### config.mk
export PLATFORM = sky130hd
export DESIGN_NAME = ioc_axi_cfg_master
export DESIGN_NICKNAME = d
export VERILOG_FILES = /design/src/rtl/ioc_axi_cfg_master.sv
export SDC_FILE = /design/constraint.sdc
export NUM_CORES = 1
export LEC_CHECK = 0
export ABC_AREA = 0
export CORE_AREA = 2 2 254 256
export DETAILED_ROUTE_END_ITERATION = 10
export DIE_AREA = 0 0 256 258
export PLACE_DENSITY_LB_ADDON = 0.12
export SLEW_MARGIN = 20
export SYNTH_ARGS = -nofsm -noshare
export SYNTH_HDL_FRONTEND = slang
export SYNTH_SLANG_ARGS = --single-unit
### constraint.sdc
create_clock -name s_axi_aclk -period 2.46 [get_ports s_axi_aclk]
set_clock_uncertainty 0.1 [all_clocks]
set_input_delay 0.369 -clock s_axi_aclk [delete_from_list [all_inputs] [get_ports s_axi_aclk]]
set_output_delay 0.369 -clock s_axi_aclk [all_outputs]
set_load 0.05 [all_outputs]
### src/rtl/ioc_axi_cfg_master.sv
// ioc_axi_cfg_master
//   Single-beat AXI4 initiator that programs and reads back IOController
//   registers (COMMAND 0x00, DELAY 0x10, EVENT 0x20, POLARITY 0x30).
//   It accepts one request at a time from a simple valid/ready port and
//   reports a one-cycle completion pulse with the AXI response.
//
// Configuration macro: IOC_CFG_MASTER_READ_EN
//   defined   : AR/R read path is built.
//   undefined : arvalid/rready tied 0; a read completes with SLVERR, rdata 0.
//
// Ports
//   s_axi_aclk, s_axi_aresetn     clock, async active-low reset
//   req_valid/ready/write/addr/wdata   request port
//   resp_valid/rdata/code         completion pulse, read data, AXI response
//   busy                          transaction in progress
//   m_axi_aw*, m_axi_w*, m_axi_b*     AXI write channels
//   m_axi_ar*, m_axi_r*           AXI read channels
module ioc_axi_cfg_master #(
  parameter int unsigned  AXI_ADDR_WIDTH   = 6,
  parameter int unsigned  AXI_DATA_WIDTH   = 128,
  parameter logic [15:0]  AXI_ID           = 16'h0,
  localparam int unsigned AXI_STROBE_WIDTH = AXI_DATA_WIDTH / 8
) (
  input  logic                        s_axi_aclk,
  input  logic                        s_axi_aresetn,
  input  logic                        req_valid,
  output logic                        req_ready,
  input  logic                        req_write,
  input  logic [AXI_ADDR_WIDTH-1:0]   req_addr,
  input  logic [AXI_DATA_WIDTH-1:0]   req_wdata,
  output logic                        resp_valid,
  output logic [AXI_DATA_WIDTH-1:0]   resp_rdata,
  output logic [1:0]                  resp_code,
  output logic                        busy,
  output logic [AXI_ADDR_WIDTH-1:0]   m_axi_awaddr,
  output logic [15:0]                 m_axi_awid,
  output logic [1:0]                  m_axi_awburst,
  output logic [2:0]                  m_axi_awsize,
  output logic [7:0]                  m_axi_awlen,
  output logic                        m_axi_awvalid,
  input  logic                        m_axi_awready,
  output logic [AXI_DATA_WIDTH-1:0]   m_axi_wdata,
  output logic [AXI_STROBE_WIDTH-1:0] m_axi_wstrb,
  output logic                        m_axi_wlast,
  output logic                        m_axi_wvalid,
  input  logic                        m_axi_wready,
  input  logic [15:0]                 m_axi_bid,
  input  logic [1:0]                  m_axi_bresp,
  input  logic                        m_axi_bvalid,
  output logic                        m_axi_bready,
  output logic [AXI_ADDR_WIDTH-1:0]   m_axi_araddr,
  output logic [15:0]                 m_axi_arid,
  output logic [1:0]                  m_axi_arburst,
  output logic [2:0]                  m_axi_arsize,
  output logic [7:0]                  m_axi_arlen,
  output logic                        m_axi_arvalid,
  input  logic                        m_axi_arready,
  input  logic [15:0]                 m_axi_rid,
  input  logic [AXI_DATA_WIDTH-1:0]   m_axi_rdata,
  input  logic [1:0]                  m_axi_rresp,
  input  logic                        m_axi_rlast,
  input  logic                        m_axi_rvalid,
  output logic                        m_axi_rready
);

  localparam logic [1:0] RESP_SLVERR = 2'b10;

  typedef enum logic [2:0] {
    IDLE    = 3'd0,
    WR_AW_W = 3'd1,
    WR_B    = 3'd2,
    RD_AR   = 3'd3,
    RD_R    = 3'd4,
    DONE    = 3'd5
  } state_e;

  state_e                      state_q, state_d;
  logic [AXI_ADDR_WIDTH-1:0]   addr_q, addr_d;
  logic [AXI_DATA_WIDTH-1:0]   wdata_q, wdata_d;
  logic                        awvalid_q, awvalid_d;
  logic                        wvalid_q, wvalid_d;
  logic                        bready_q, bready_d;
  logic                        aw_done_q, aw_done_d;
  logic                        w_done_q, w_done_d;
  // Collected response, published to resp_* together with resp_valid
  logic [1:0]                  rsp_code_q, rsp_code_d;
  logic [AXI_DATA_WIDTH-1:0]   rsp_data_q, rsp_data_d;
  logic [1:0]                  resp_code_q, resp_code_d;
  logic [AXI_DATA_WIDTH-1:0]   resp_rdata_q, resp_rdata_d;
  logic                        resp_valid_q, resp_valid_d;
  logic                        busy_q, busy_d;
  logic                        req_ready_q, req_ready_d;

  logic req_hs, aw_hs, w_hs, b_hs;

  assign req_hs = req_valid & req_ready_q;
  assign aw_hs  = awvalid_q & m_axi_awready;
  assign w_hs   = wvalid_q & m_axi_wready;
  assign b_hs   = m_axi_bvalid & bready_q;

`ifdef IOC_CFG_MASTER_READ_EN
  logic arvalid_q, arvalid_d;
  logic rready_q, rready_d;
  logic beat_seen_q, beat_seen_d;
  logic ar_hs, r_hs;

  assign ar_hs = arvalid_q & m_axi_arready;
  assign r_hs  = m_axi_rvalid & rready_q;
`else
  logic unused_rd_inputs;
  assign unused_rd_inputs = ^{m_axi_arready, m_axi_rid, m_axi_rdata,
                              m_axi_rresp, m_axi_rlast, m_axi_rvalid};
`endif

  // State and registered outputs
  always_ff @(posedge s_axi_aclk or negedge s_axi_aresetn) begin
    if (!s_axi_aresetn) begin
      state_q      <= IDLE;
      addr_q       <= '0;
      wdata_q      <= '0;
      awvalid_q    <= 1'b0;
      wvalid_q     <= 1'b0;
      bready_q     <= 1'b0;
      aw_done_q    <= 1'b0;
      w_done_q     <= 1'b0;
      rsp_code_q   <= '0;
      rsp_data_q   <= '0;
      resp_code_q  <= '0;
      resp_rdata_q <= '0;
      resp_valid_q <= 1'b0;
      busy_q       <= 1'b0;
      req_ready_q  <= 1'b0;
`ifdef IOC_CFG_MASTER_READ_EN
      arvalid_q    <= 1'b0;
      rready_q     <= 1'b0;
      beat_seen_q  <= 1'b0;
`endif
    end else begin
      state_q      <= state_d;
      addr_q       <= addr_d;
      wdata_q      <= wdata_d;
      awvalid_q    <= awvalid_d;
      wvalid_q     <= wvalid_d;
      bready_q     <= bready_d;
      aw_done_q    <= aw_done_d;
      w_done_q     <= w_done_d;
      rsp_code_q   <= rsp_code_d;
      rsp_data_q   <= rsp_data_d;
      resp_code_q  <= resp_code_d;
      resp_rdata_q <= resp_rdata_d;
      resp_valid_q <= resp_valid_d;
      busy_q       <= busy_d;
      req_ready_q  <= req_ready_d;
`ifdef IOC_CFG_MASTER_READ_EN
      arvalid_q    <= arvalid_d;
      rready_q     <= rready_d;
      beat_seen_q  <= beat_seen_d;
`endif
    end
  end

  // Next state and next values of registered outputs
  always_comb begin
    state_d      = state_q;
    addr_d       = addr_q;
    wdata_d      = wdata_q;
    awvalid_d    = awvalid_q;
    wvalid_d     = wvalid_q;
    aw_done_d    = aw_done_q;
    w_done_d     = w_done_q;
    rsp_code_d   = rsp_code_q;
    rsp_data_d   = rsp_data_q;
    resp_code_d  = resp_code_q;
    resp_rdata_d = resp_rdata_q;
    resp_valid_d = 1'b0;
`ifdef IOC_CFG_MASTER_READ_EN
    beat_seen_d  = beat_seen_q;
`endif

    unique case (state_q)
      IDLE: begin
        if (req_hs) begin
          addr_d = req_addr;
          if (req_write) begin
            wdata_d   = req_wdata;
            awvalid_d = 1'b1;
            wvalid_d  = 1'b1;
            aw_done_d = 1'b0;
            w_done_d  = 1'b0;
            state_d   = WR_AW_W;
          end else begin
`ifdef IOC_CFG_MASTER_READ_EN
            beat_seen_d = 1'b0;
            state_d     = RD_AR;
`else
            rsp_code_d  = RESP_SLVERR;
            rsp_data_d  = '0;
            state_d     = DONE;
`endif
          end
        end
      end

      // AW and W complete independently; each valid drops after its own handshake
      WR_AW_W: begin
        if (aw_hs) begin
          awvalid_d = 1'b0;
          aw_done_d = 1'b1;
        end
        if (w_hs) begin
          wvalid_d = 1'b0;
          w_done_d = 1'b1;
        end
        if ((aw_done_q | aw_hs) && (w_done_q | w_hs)) begin
          state_d = WR_B;
        end
      end

      WR_B: begin
        if (b_hs) begin
          rsp_code_d = (m_axi_bid != AXI_ID) ? RESP_SLVERR : m_axi_bresp;
          rsp_data_d = '0;
          state_d    = DONE;
        end
      end

`ifdef IOC_CFG_MASTER_READ_EN
      RD_AR: begin
        if (ar_hs) begin
          state_d = RD_R;
        end
      end

      // Keep only the first beat; a multi-beat answer is drained and flagged
      RD_R: begin
        if (r_hs) begin
          if (!beat_seen_q) begin
            rsp_data_d = m_axi_rdata;
            rsp_code_d = (m_axi_rid != AXI_ID) ? RESP_SLVERR : m_axi_rresp;
          end
          if (!m_axi_rlast) begin
            rsp_code_d = RESP_SLVERR;
          end
          beat_seen_d = 1'b1;
          if (m_axi_rlast) begin
            state_d = DONE;
          end
        end
      end
`endif

      DONE: begin
        resp_code_d  = rsp_code_q;
        resp_rdata_d = rsp_data_q;
        resp_valid_d = 1'b1;
        state_d      = IDLE;
      end

      default: begin
        state_d = IDLE;
      end
    endcase

    bready_d    = (state_d == WR_B);
    busy_d      = (state_d != IDLE);
    // Hold off new requests during the resp_valid cycle
    req_ready_d = (state_d == IDLE) && (state_q != DONE);
`ifdef IOC_CFG_MASTER_READ_EN
    arvalid_d   = (state_d == RD_AR);
    rready_d    = (state_d == RD_R);
`endif
  end

  assign req_ready     = req_ready_q;
  assign resp_valid    = resp_valid_q;
  assign resp_rdata    = resp_rdata_q;
  assign resp_code     = resp_code_q;
  assign busy          = busy_q;

  assign m_axi_awaddr  = addr_q;
  assign m_axi_awid    = AXI_ID;
  assign m_axi_awburst = 2'b01;
  assign m_axi_awsize  = 3'b100;
  assign m_axi_awlen   = 8'd0;
  assign m_axi_awvalid = awvalid_q;
  assign m_axi_wdata   = wdata_q;
  assign m_axi_wstrb   = {AXI_STROBE_WIDTH{1'b1}};
  assign m_axi_wlast   = wvalid_q;
  assign m_axi_wvalid  = wvalid_q;
  assign m_axi_bready  = bready_q;

  assign m_axi_araddr  = addr_q;
  assign m_axi_arid    = AXI_ID;
  assign m_axi_arburst = 2'b01;
  assign m_axi_arsize  = 3'b100;
  assign m_axi_arlen   = 8'd0;
`ifdef IOC_CFG_MASTER_READ_EN
  assign m_axi_arvalid = arvalid_q;
  assign m_axi_rready  = rready_q;
`else
  assign m_axi_arvalid = 1'b0;
  assign m_axi_rready  = 1'b0;
`endif

endmodule
==> impl_metrics.csv, run 1 <==
group,metric,value,unit
outcome,status,"complete, no violations",
final_layout,final_net_count,1179,
sta,max_freq,451.6,MHz
critical_path,cpPeakStageDelay,0.88,ns
critical_path,ff2ff_path_depth,5,
power_and_ir_drop,power_density,1513,nW/um^2
synth,yosys.area.top_type,"dfrtp_1",
die,boundaryPins,661,
clock_network,clkLatencyLatePin,0.47,ns
power_and_ir_drop,ir_worst_vdd,742.9,uV
die,fp.dieArea,66050,sq um
critical_path,crit_start,"m_axi_wdata[72]",
critical_path,worstPathRequired,1.99,ns
sta,maxSlewHeadroom,58.83,%
synth,yosysMostFrequentCell,"buf_4",
clock_network,cts_root_buf,"clkbuf_16",
synth,avgSynthCellArea,13.71,sq um
placement,dp_hpwl,17960,um
final_layout,final_cells,1740,
sta,drv_slew,0,
sta,worst_pin_slew,0.6156,ns
route,vias,4583,
critical_path,worst_setup_path_end_kind,"output pin",
route,drt_first_iter_violations,127,
synth,synth_edf_count,0,
synth,yosysUniqueCellTypes,25,
synth,synth_seq_cells,149,
critical_path,reg2reg_from,"state_q[2]",
sta,tns,0,ns
die,core,63650,sq um
synth,synthArstFlopShare,100.0,%
die,start_util,11.95,%
clock_network,numCtsBuffers,17,
hold_path,min_path_type,"in2async",
die,die_w,256,um
clock_network,cts.clk_slew.worst_paths,0.07,ns
sta,post-route-min-period,2.214,ns
power_and_ir_drop,p_leak,5.188,nW
sta,period_share,90.01,%
route,wl_per_cell,13.65,um
clock_network,clk_path_buf_depth,2,
global_routing,gr-total-overflow,0,
synth,syn_area,7607,sq um
critical_path,reg2reg_to,"m_axi_wdata[124]",
route,viasPerCell,2.634,
synth,synth_top_cell_area_share,49.01,%
job,cap_violations,0,
placement,port_buffers,307,
critical_path,cp-endpoint,"m_axi_wdata[72]",
clock_network,cts_tree,"built",
final_layout,areaGrowthSynthToFinish,51.55,%
critical_path,cp.depth,1,
synth,syn-instance-count,555,
critical_path,path_cells,"clkdlybuf4s50_1",
clock_network,cts_sinks,149,
synth,yosys_warnings,0,
critical_path,slowest_stage,"clkdlybuf4s50_1",
critical_path,regToRegSetupSlack,0.52,ns
die,die_h,258,um
critical_path,cp_num_buf_inv,1,
final_layout,fillers,7011,
placement,placedCellCount,1706,
synth,yosysSeqAreaShare,49.01,%
critical_path,critical_path_peak_fanout,2,
route,detail-route-antenna-nets,0,
synth,synthTopCellsByCount,"buf_4 (211), dfrtp_1 (149), mux2_4 (98), mux2_2 (38), buf_6 (11)",
synth,synth_ff_type,"dfrtp_1",
critical_path,worstSetupPathType,"reg2out",
global_routing,antenna_found_initial,5,
global_routing,grt_pass1_vias,4661,
final_layout,drive_above_1_share,20.70,%
global_routing,grt_max_degree,51,
global_routing,grt_util_all_layers,7.215,%
critical_path,crit_family,"buffers and inverters",
sta,hold_viol,0,
global_routing,grt_pass1_wl,33810,um
critical_path,start_kind,"register",
route,drcViolationCount,0,
clock_network,htreeDepth,4,
sta,rsz0062_at_grt,"no",
synth,ys_top_cells_by_area,"dfrtp_1 (49%), buf_4 (21%), mux2_4 (19%)",
placement,gp_congestion,0.6529,
route,routed_wl,23750,um
critical_path,cp.arrival,1.75,ns
sta,setup_viol,0,
route,drt_pass1_iterations,4,
die,rows,93,
stage by stage:
stage,hold slack [ns],power (mW),worst slack [ns],util [%],area [sq um]
final,0.3155,17.44,0.2457,18.11,11530
after global routing,0.3389,18.30,0.1443,18.11,11530
after CTS,0.2950,17.80,0.1162,18.11,11530
after detailed placement,0.2882,14.90,0.1706,17.20,10950
after global placement,0.2923,14.98,0.1998,17.20,10950
after floorplan,-0.02659,11.73,0.6361,-,8366
worst min path at each step:
stage | cells past startpoint | slack (ns) | endpoint
finish | 2 | 0.32 | m_axi_araddr[4]
global route | 2 | 0.34 | m_axi_araddr[4]
CTS | 2 | 0.29 | m_axi_araddr[4]
detailed placement | 1 | 0.29 | m_axi_araddr[4]
global placement | 1 | 0.29 | m_axi_araddr[4]
floorplan | 0 | -0.03 | aw_done_q
sequential cells by signal, indices dropped and copies added (netlist names):
register       cells
busy               1
aw_done_q          1
resp_code          2
m_axi_bready       1
m_axi_awvalid      1
m_axi_wdata      128
m_axi_araddr       6
req_ready          1
w_done_q           1
rsp_code_q         2
state_q            3
resp_valid         1
m_axi_wlast        1
where the power goes:
group	internal, mW	switching (mW)
sequential	3.67	0.696
clock	1.44	1.24
combinational	3.83	6.58
total	8.93	8.51
layout make-up:
class | instances | area [sq um] | share of cell area [%]
inverters | 3 | 11.26 | 0.09768
repair buffers | 321 | 3242 | 28.12
well taps | 855 | 1070 | 9.279
flip-flops and latches | 149 | 3729 | 32.34
multi-input cells | 379 | 2905 | 25.20
clock buffers | 20 | 446.7 | 3.875
clock inverters | 12 | 122.6 | 1.064
diodes | 1 | 2.502 | 0.02171
worst register-to-register path: stages (launching register included):
cell	delay, ns
dfrtp_1	0.42
nand4bb_1	0.23
nor2_1	0.23
nand2_4	0.14
buf_12	0.22
mux2_4	0.50
repair_timing:
item                      CTS  global route
hold endpoints to repair   44             0
setup buffers               0             0
hold buffers                1             0
gates resized for setup     0             0
cells in the final DEF, fill, tap and decap left out, types with 2 or more instances in the layout:
| cell type | n |
|---|---|
| nor4_1 | 4 |
| clkdlybuf4s50_1 | 305 |
| a21oi_1 | 4 |
| clkbuf_16 | 17 |
| inv_6 | 2 |
| nand2_1 | 9 |
| buf_4 | 9 |
| a22o_1 | 2 |
| nor2_1 | 4 |
| inv_8 | 2 |
| clkinv_4 | 2 |
| mux2_4 | 98 |
| mux2_2 | 38 |
| nor3b_1 | 2 |
| a31oi_1 | 2 |
| dfrtp_1 | 149 |
| inv_1 | 3 |
| o21ai_0 | 2 |
| conb_1 | 204 |
| clkbuf_1 | 2 |
| buf_12 | 5 |
| clkinvlp_4 | 4 |
logic make-up (layout without fill, tap and decap cells):
group | Yosys count | after routing | synth area share (%)
buf+inv | 229 | 356 | 22.86
compound gates | 12 | 12 | 1.102
other cells | 2 | 205 | 0.09872
simple gates | 26 | 26 | 1.826
mux | 137 | 137 | 25.10
flops | 149 | 149 | 49.01
per-layer routing:
metal | routed length, um | up-vias | part of all wire (%) | global-route usage [%]
li1 | - | 2072 | - | -
met1 | 9471 | 2213 | 40 | 8.098
met5 | 41 | - | 0.17 | 0
met2 | 10880 | 266 | 46 | 10.64
met3 | 2931 | 26 | 12 | 4.761
met4 | 424 | 6 | 1.8 | 3.168
Power figures use the tool's default switching activity.
==> run 2: changes to the inputs <==
--- a/config.mk
+++ b/config.mk
@@ -9,7 +9,9 @@
 export CORE_AREA = 2 2 254 256
 export DETAILED_ROUTE_END_ITERATION = 10
 export DIE_AREA = 0 0 256 258
-export PLACE_DENSITY_LB_ADDON = 0.12
+export HOLD_SLACK_MARGIN = 0.12
+export PLACE_DENSITY = 0.37
+export RECOVER_POWER = 50
 export SLEW_MARGIN = 20
 export SYNTH_ARGS = -nofsm -noshare
 export SYNTH_HDL_FRONTEND = slang
==> run 2 against run 1 <==
Compared with the run above: maximum frequency fell by 1.3%; wire length decreased by 3.7%; setup slack got worse by 0.030 ns; critical endpoint is now rsp_code_q[1]; clock power decreased by 3%; final area shrank 2.1%; largest cell class unchanged; flip-flop and latch count unchanged; non-clock buffer count fell by 5; first-iteration DRC count decreased by 2.4%; core utilization fell by 0.38 points.
==> impl_metrics.csv, run 2 (synthesis gave the netlist of run 1 again) <==
group,metric,value,unit
placement,gp_congestion,0.7072,
placement,port_buffers,307,
critical_path,crit_family,"buffers and inverters",
job,cap_violations,0,
final_layout,areaGrowthSynthToFinish,48.37,%
die,boundaryPins,661,
final_layout,stdcell_area,11290,sq um
die,fp.dieArea,66050,sq um
route,drt_first_iter_violations,124,
sta,post-route-min-period,2.244,ns
route,wl_per_cell,13.18,um
power_and_ir_drop,sw_frac_of_total,49.53,%
power_and_ir_drop,pwr-share-comb,58.8,%
power_and_ir_drop,pwr-share-seq,25.9,%
placement,placedInstanceArea,10910,sq um
die,core,63650,sq um
critical_path,worstPathRequired,2.71,ns
clock_network,ctsResizeCount,0,
route,drcViolationCount,0,
power_and_ir_drop,p_switching,8.429,mW
die,rows,93,
final_layout,largest_reg_flops,128,
critical_path,cp_num_buf_inv,1,
final_layout,fillers,7026,
final_layout,final_cells,1736,
hold_path,min_path_type,"in2reg",
power_and_ir_drop,p_leak,4.936,nW
sta,setup_viol,0,
critical_path,slowest_stage,"clkbuf_1",
sta,hold_viol,0,
global_routing,gr-total-overflow,0,
clock_network,htreeDepth,4,
route,routed_wl,22880,um
sta,max_freq,445.5,MHz
global_routing,grt_util_all_layers,7.006,%
sta,tns,0,ns
final_layout,final_net_count,1174,
sta,drv_slew,0,
die,start_util,11.95,%
final_layout,mostFrequentLayoutCells,"clkdlybuf4s50_1 (305), conb_1 (204), dfrtp_1 (149)",
global_routing,grt_pass1_vias,4771,
sta,maxSlewHeadroom,28.37,%
outcome,status,"complete, no violations",
clock_network,clkLatencyLatePin,0.46,ns
clock_network,cts.clk_slew.worst_paths,0.07,ns
route,viasPerCell,2.694,
global_routing,antenna_found_initial,11,
placement,placedCellCount,1701,
clock_network,cts_sinks,149,
critical_path,worst_setup_path_end_kind,"register",
critical_path,worstSetupPathType,"reg2reg",
clock_network,cts_tree,"built",
clock_network,numCtsBuffers,17,
critical_path,path_cells,"nand4bb_1, nor2_1, clkbuf_1, o2bb2ai_2, mux2_2",
sta,worst_pin_slew,1.074,ns
clock_network,clk_path_buf_depth,2,
placement,dp_hpwl,17400,um
critical_path,cp.arrival,2.50,ns
power_and_ir_drop,pwr-share-clk,15.3,%
power_and_ir_drop,intPower,8.589,mW
final_layout,layout_commonest_cell,"clkdlybuf4s50_1",
clock_network,post_cts_buffers,0,
critical_path,start_kind,"register",
power_and_ir_drop,ir_worst_vdd,759.5,uV
clock_network,hold_buffers,1,
clock_network,cts_root_buf,"clkbuf_16",
route,drt_pass1_iterations,4,
power_and_ir_drop,power_density,1508,nW/um^2
global_routing,grt_max_degree,57,
sta,rsz0062_at_grt,"no",
die,die_w,256,um
sta,period_share,91.24,%
critical_path,critical_path_peak_fanout,10,
final_layout,drive_above_1_share,15.38,%
route,vias,4677,
die,die_h,258,um
route,detail-route-antenna-nets,0,
critical_path,cpPeakStageDelay,0.56,ns
global_routing,grt_pass1_wl,33220,um
==> run 2: cell type report <==
cell class / count / area (sq um) / share of cell area, %
inverters: 3 / 11.26 / 0.09977
repair buffers: 316 / 3159 / 27.99
multi-input cells: 379 / 2759 / 24.44
well taps: 855 / 1070 / 9.478
clock inverters: 11 / 105.1 / 0.9312
flip-flops and latches: 149 / 3729 / 33.03
clock buffers: 20 / 446.7 / 3.957
diodes: 3 / 7.507 / 0.06651
==> run 2: worst register-to-register path: stages (launching register included) <==
cell       delay (ns)
dfrtp_1          0.43
nand4bb_1        0.25
nor2_1           0.24
clkbuf_1         0.56
o2bb2ai_2        0.20
mux2_2           0.36
==> run 2: power by group through the flow <==
stage / Sequential (mW) / Combinational (mW) / Clock, mW
after floorplan: 8.46 / 3.27 / 0
after global placement: 4.44 / 10.5 / 0
after detailed placement: 4.46 / 10.4 / 0
after CTS: 4.45 / 10.5 / 2.81
after global routing: 4.58 / 10.4 / 2.88
final: 4.40 / 10.0 / 2.61
==> run 2: path summary, 6_finish.rpt <==
check	from	endpoint	slack, ns	depth (start not counted)
setup reg to reg	state_q[2]	rsp_code_q[1]	0.22	5
max in group asynchronous	s_axi_aresetn	aw_done_q	0.66	3
min in group asynchronous	s_axi_aresetn	m_axi_araddr[3]	0.52	2
setup / recovery	state_q[2]	rsp_code_q[1]	0.22	5
hold reg to reg	m_axi_wdata[117]	m_axi_wdata[117]	0.39	1
hold / removal	req_wdata[117]	m_axi_wdata[117]	0.38	2
==> run 2: stage by stage <==
| step | utilization [%] | power [mW] | setup WS [ns] | hold slack [ns] |
|---|---|---|---|---|
| 6_report | 17.73 | 17.02 | 0.2156 | 0.3846 |
| 5_1_grt | 17.72 | 17.87 | 0.1304 | 0.3434 |
| 4_1_cts | 18.02 | 17.74 | 0.1455 | 0.2305 |
| 3_3_place_gp | 17.14 | 14.91 | 0.1834 | 0.2214 |
| 3_5_place_dp | 17.14 | 14.90 | 0.1656 | 0.2234 |
| 2_1_floorplan | - | 11.73 | 0.6361 | -0.02659 |
==> run 2: layer usage <==
| metal | global-route usage (%) | wire length, um | share of wire, % |
|---|---|---|---|
| met1 | 7.902 | 8913 | 39 |
| met2 | 10.51 | 10610 | 46 |
| met3 | 4.505 | 2924 | 13 |
| met4 | 2.778 | 372 | 1.6 |
| met5 | 0 | 65 | 0.28 |
